**src/rtl/minbd_side_buffer.sv**
```systemverilog
// Deflection-router side buffer: FIFO of deflected flits with a head starvation timer/redirect request.
// Optional push/redirect statistics counters are compiled in when SIDEBUF_STATS_EN is defined.
module minbd_side_buffer #(
    parameter int FLIT_W     = 64,
    parameter int DEPTH      = 4,
    parameter int STARVE_LIM = 8,
    localparam int CNT_W     = $clog2(DEPTH + 1)
) (
    input  logic              clk,
    input  logic              reset,
    input  logic              in_valid,
    input  logic [FLIT_W-1:0] in_flit,
    output logic              in_ready,
    output logic              out_valid,
    output logic [FLIT_W-1:0] out_flit,
    input  logic              out_ready,
    output logic [CNT_W-1:0]  count,
`ifdef SIDEBUF_STATS_EN
    output logic [15:0]       stat_push,
    output logic [15:0]       stat_redirect,
`endif
    output logic              redirect_req
);

    // Handshakes: a push happens when in_valid & in_ready, a pop when out_valid & out_ready,
    // both evaluated at the same rising edge; neither side may assume the other waits.
    localparam int PTR_W = (DEPTH > 1) ? $clog2(DEPTH) : 1;
    localparam int TMR_W = $clog2(STARVE_LIM + 1);

    typedef enum logic {
        IDLE    = 1'b0,
        STARVED = 1'b1
    } starve_state_t;

    logic [FLIT_W-1:0] mem [DEPTH];
    logic [PTR_W-1:0]  wr_ptr;
    logic [PTR_W-1:0]  rd_ptr;
    logic [CNT_W-1:0]  count_nxt;
    logic [TMR_W-1:0]  timer;
    logic [TMR_W-1:0]  timer_nxt;
    starve_state_t     state;
    starve_state_t     state_nxt;
    logic              push;
    logic              pop;

    assign out_valid    = (count != '0);
    assign in_ready     = (count < CNT_W'(DEPTH)) | out_ready;
    assign push         = in_valid & in_ready;
    assign pop          = out_valid & out_ready;
    assign out_flit     = out_valid ? mem[rd_ptr] : '0;
    assign redirect_req = (state == STARVED);

    always_comb begin
        count_nxt = count;
        case ({push, pop})
            2'b10:   count_nxt = count + CNT_W'(1);
            2'b01:   count_nxt = count - CNT_W'(1);
            default: count_nxt = count;
        endcase
    end

    // Timer counts cycles the head is offered but not taken, saturating at the limit.
    always_comb begin
        timer_nxt = timer;
        if (!out_valid || pop) begin
            timer_nxt = '0;
        end else if (timer < TMR_W'(STARVE_LIM)) begin
            timer_nxt = timer + TMR_W'(1);
        end
    end

    // STARVED is entered on the same edge the timer reaches the limit, so redirect_req
    // rises in the cycle right after the head has waited STARVE_LIM cycles.
    always_comb begin
        state_nxt = state;
        case (state)
            IDLE: begin
                if (out_valid && !pop && timer_nxt == TMR_W'(STARVE_LIM)) begin
                    state_nxt = STARVED;
                end
            end
            STARVED: begin
                if (pop || !out_valid) begin
                    state_nxt = IDLE;
                end
            end
            default: state_nxt = IDLE;
        endcase
    end

    always_ff @(posedge clk) begin
        if (reset) begin
            wr_ptr <= '0;
            rd_ptr <= '0;
            count  <= '0;
            timer  <= '0;
            state  <= IDLE;
        end else begin
            if (push) begin
                wr_ptr <= wr_ptr + PTR_W'(1);
            end
            if (pop) begin
                rd_ptr <= rd_ptr + PTR_W'(1);
            end
            count <= count_nxt;
            timer <= timer_nxt;
            state <= state_nxt;
        end
    end

    // Storage is not reset; out_flit is masked to zero while empty.
    always_ff @(posedge clk) begin
        if (!reset && push) begin
            mem[wr_ptr] <= in_flit;
        end
    end

`ifdef SIDEBUF_STATS_EN
    always_ff @(posedge clk) begin
        if (reset) begin
            stat_push     <= '0;
            stat_redirect <= '0;
        end else begin
            if (push && stat_push != 16'hFFFF) begin
                stat_push <= stat_push + 16'd1;
            end
            if (state == IDLE && state_nxt == STARVED && stat_redirect != 16'hFFFF) begin
                stat_redirect <= stat_redirect + 16'd1;
            end
        end
    end
`endif

endmodule

```
**config.mk**
```make
export PLATFORM = sky130hd
export DESIGN_NAME = minbd_side_buffer
export DESIGN_NICKNAME = d
export VERILOG_FILES = /design/src/rtl/minbd_side_buffer.sv
export SDC_FILE = /design/constraint.sdc
export NUM_CORES = 1
export LEC_CHECK = 0
export CELL_PAD_IN_SITES_DETAIL_PLACEMENT = 0
export CELL_PAD_IN_SITES_GLOBAL_PLACEMENT = 2
export CORE_MARGIN = 3
export CORE_UTILIZATION = 34
export DETAILED_ROUTE_END_ITERATION = 6
export PLACE_DENSITY = 0.66
export SLEW_MARGIN = 5
export SYNTH_ARGS = -nofsm -noshare
export SYNTH_HDL_FRONTEND = slang
export SYNTH_SLANG_ARGS = --single-unit
```
**constraint.sdc**
```tcl
create_clock -name clk -period 10.8 [get_ports clk]
set_input_delay 3.24 -clock clk [delete_from_list [all_inputs] [get_ports clk]]
set_output_delay 3.24 -clock clk [all_outputs]
set_load 0.005 [all_outputs]
```
After elaboration in Yosys (flattened, before gate mapping)
Memory sizes are Yosys's and may differ from the RTL's. A register that Yosys moved wholly into a read port is not among the register bits.
Index checks and enable logic that the tools add are counted.

word-level totals
  bits in registers = 12
  memory bits (writable) = 256
  bits of input ports = 68
  output and inout bits = 70
  word-level logic and storage cells = 40
  memories kept = 1

memory list
  memory  words  width  read ports  clocked after memory_dff  wr ports  line  RTL
  mem     4      64     1           1                         1         35    logic [FLIT_W-1:0] mem [DEPTH];

operators by class
  $add $sub $neg = 5
  $lt $le $gt $ge = 2
  equality and inequality tests = 3
  mux-type cells = 11
  bitwise gates (word level) = 4
  reductions and logical operators = 9

operators with widths
  cell                                                                   count
  64-bit two-way mux                                                     1
  4-bit two-way mux                                                      2
  3-bit one-hot mux with 2 select lines                                  1
  2-bit by 1-bit adder with 2-bit output, second input constant          2
  4-bit by 1-bit adder with 4-bit output, second input constant          1
  4-bit equality test, second input constant                             1
  4-bit less-than comparator, second input constant                      1
  1-bit two-way mux                                                      4
  2-bit two-way mux                                                      2
  3-bit by 1-bit adder with 3-bit output, second input constant          1
  1-bit logical AND                                                      3
  1-bit zero test                                                        3
  3-bit less-than comparator, second input constant                      1
  3-bit nonzero test                                                     1
  3-bit by 1-bit subtractor with 3-bit output, second input constant     1
  1-bit bitwise AND                                                      2
  2-bit by 1-bit equality test with 1-bit output, second input constant  1
  2-bit equality test, second input constant                             1
  1-bit one-hot mux with 2 select lines                                  1
  2-bit nonzero test                                                     1
  1-bit logical OR                                                       1
  1-bit inverter                                                         1
  1-bit OR                                                               1

Longest topological paths before layout
  depth in word-level cells = 8
  depth in mapped cells = 9
  gate-level depth less buffers = 9

Worst setup path before layout
No wires, ideal clock.

  path type = input -> output
  start = in out_ready
  end = out in_ready
  data arrival time = 3.510 ns
  setup slack = 4.050 ns
  stages = 2
  cell sequence = nor2b_1 -> inv_1

between the ends
  cells in the longest elaborated chain, start to end = 1

ends and longest elaborated chain
  element      line  RTL
  from (decl)  16    input logic out_ready,
  1-bit OR     47    assign in_ready = (count < CNT_W'(DEPTH)) | out_ready;
  to (decl)    13    output logic in_ready,

No other way between the ends.

Worst setup path after layout
Same ends and word-level chain as after synthesis.

==> flow_metrics.env <==
export IMPL_io_pins=138
export IMPL_clk_latency_ns=0.53
export IMPL_die_area_sq_mm=0.0326
export IMPL_dr_pass1_iters=4
export IMPL_worst_pin_slew_ns=1.09
export IMPL_initial_core_util=0.347
export IMPL_final_cell_mix="edfxtp_1 (256), clkdlybuf4s50_1 (137), and2_1 (65)"
export IMPL_wirelength_mm=20.6
export IMPL_syn_num_nets=558
export IMPL_overflow=0
export IMPL_die_height_um=180
export IMPL_placed_cell_area_sq_mm=0.0121
export IMPL_grt_max_degree=65
export IMPL_cts_tree="built"
export IMPL_crit_fanout=5
export IMPL_diodes=0
export IMPL_final_common_cell="edfxtp_1"
export IMPL_crit_required_ns=7.56
export IMPL_p_leak_nw=4.08
export IMPL_post_cts_resized=0
export IMPL_final_setup_tns_ns=0
export IMPL_maxSlewViolCount=0
export IMPL_rsz0062_at_grt="no"
export IMPL_vias_per_cell=4.78
export IMPL_setup_viol_count_final=0
export IMPL_die_w_um=180
export IMPL_drtIter0Drc=258
export IMPL_cp_arrival_ns=4.57
export IMPL_drtAntennaViolNets=0
export IMPL_nNetsFinal=706
export IMPL_cts_post_setup_buffers_inserted=0
export IMPL_synth_area_per_cell_sq_um=21.4
export IMPL_fin_crit_ns=7.81
export IMPL_cts_buffers=29
export IMPL_ctsHoldBuffers=0
export IMPL_relSlewSlack=0.271
export IMPL_antenna_found_initial=0
export IMPL_finClkSkew_ns=0.00972
export IMPL_gp_congestion=0.688
export IMPL_power_density_mw_per_mm2=222
export IMPL_finalCritPeriodShare=0.723
export IMPL_ys_seq_area_frac=0.770
export IMPL_clk_pin_slew_ns=0.06
export IMPL_p_total_mw=2.89
export IMPL_grt_pass1_wl_mm=32.1
export IMPL_min_path_type="flop to flop"
export IMPL_port_buffers=137
export IMPL_ys_ff_latch=270
export IMPL_drive_gt1_frac=0.174
export IMPL_htreeDepth=1
export IMPL_wire_per_inst_um=19.8
export IMPL_synth_distinct_cells=26
export IMPL_rows=63
export IMPL_peakVddDrop_mv=0.120
export IMPL_core_sq_mm=0.0298
export IMPL_cp_end_kind="primary output"
export IMPL_finish_utilization=0.437
export IMPL_dpl_hpwl_mm=11.2
export IMPL_synthToLayoutAreaGrowth_pct=25.7
export IMPL_fmax_ghz=0.128
export IMPL_netlist_instances=483
export IMPL_track_usage=0.126
export IMPL_cts_sinks=270
export IMPL_critPathKind="input pin to primary output"
export IMPL_dr_total_vias=4995
export IMPL_grt_pass1_vias=5528
export IMPL_finalInstanceArea_sq_mm=0.0130
export IMPL_cp_start_kind="input pin"
export IMPL_drc=0
export IMPL_cts_root_buf="clkbuf_16"
export IMPL_drv_cap=0
export IMPL_cts_buffer_depth=3
export IMPL_syn_cell_area_sq_mm=0.0104
export IMPL_ys_warn_count=0
export IMPL_status="finished clean"
export IMPL_final_hold_violation_count=0
[cells in the mapped netlist, drive strengths merged]
| master | number | area share |
|---|---|---|
| mux2i | 1 | 0.00097 |
| or3 | 3 | 0.0018 |
| clkbuf | 9 | 0.0034 |
| o21ai | 6 | 0.0029 |
| mux4 | 64 | 0.14 |
| ha | 6 | 0.0073 |
| nand2b | 1 | 0.00060 |
| and2 | 69 | 0.042 |
| fa | 1 | 0.0019 |
| dfxtp | 14 | 0.027 |
| xnor2 | 1 | 0.00085 |
| buf | 13 | 0.011 |
| xor2 | 3 | 0.0025 |
| nor2b | 2 | 0.0012 |
| nor2 | 8 | 0.0029 |
| a21oi | 7 | 0.0034 |
| inv | 9 | 0.0033 |
| nand2 | 2 | 0.00073 |
| nor3 | 2 | 0.0015 |
| or3b | 1 | 0.00085 |
| edfxtp | 256 | 0.74 |
| nor4b | 1 | 0.00085 |
| nand3 | 4 | 0.0019 |
[critical path, stage by stage]
cell	delay (ns)
clkdlybuf4s50_1	0.47
nor2b_1	0.25
inv_1	0.14
clkdlybuf4s50_1	0.47
[cells by family (layout without fill, tap and decap cells)]
group	Yosys count	after routing	share of synthesized area
flip-flops	270	270	0.770
AND/OR/NAND/NOR	93	93	0.0540
multiplexers	65	65	0.140
buffers and inverters	31	202	0.0172
AO/OA/AOI/OAI	13	13	0.00629
adder cells (fa/ha/maj)	7	7	0.00919
XOR/XNOR	4	4	0.00339
[metrics by stage]
stage	setup slack [ns]	instances	hold WS (ns)
detailed placement	2.99	990	0.482
global placement	3.02	990	0.466
finish	2.99	1044	0.489
global route	2.90	1044	0.519
CTS	2.99	1044	0.493
floorplan	4.05	483	0.459
[layer usage]
metal | global-route usage | part of all wire
met5 | 0 | 0
met4 | 0.0350 | 0.024
met3 | 0.0275 | 0.052
met2 | 0.220 | 0.51
met1 | 0.158 | 0.41
[flip-flops by register name, indices dropped and copies added (netlist names), named ones only]
register / cells
mem: 256
timer: 4
count: 3
rd_ptr: 2
wr_ptr: 2
redirect_req: 1
[where the power goes]
| part | total (mW) | switching, mW | leakage [nW] | internal (mW) |
|---|---|---|---|---|
| clock | 0.939 | 0.376 | 0.444 | 0.563 |
| sequential | 1.26 | 0.0600 | 2.44 | 1.20 |
| combinational | 0.691 | 0.266 | 1.20 | 0.425 |
[layout make-up]
class                   instances  area (sq um)
fillers                      2600         16800
flip-flops and latches        270          7980
multi-input cells             182          2220
repair buffers                139          1390
clock buffers                  37           756
well taps                     390           488
clock inverters                17           158
inverters                       9          33.8
[path summary, 6_finish.rpt]
path	start	to	slack, ns	cells after the start
setup / recovery	out_ready	in_ready	2.99	4
setup reg to reg	count[0]$_SDFFE_PP0P_	count[2]$_SDFFE_PP0P_	7.81	10
hold / removal	rd_ptr[1]$_SDFFE_PP0P_	flop	0.49	2
hold reg to reg	rd_ptr[1]$_SDFFE_PP0P_	flop	0.49	2
Note: power is estimated with default switching activity, not from simulation.
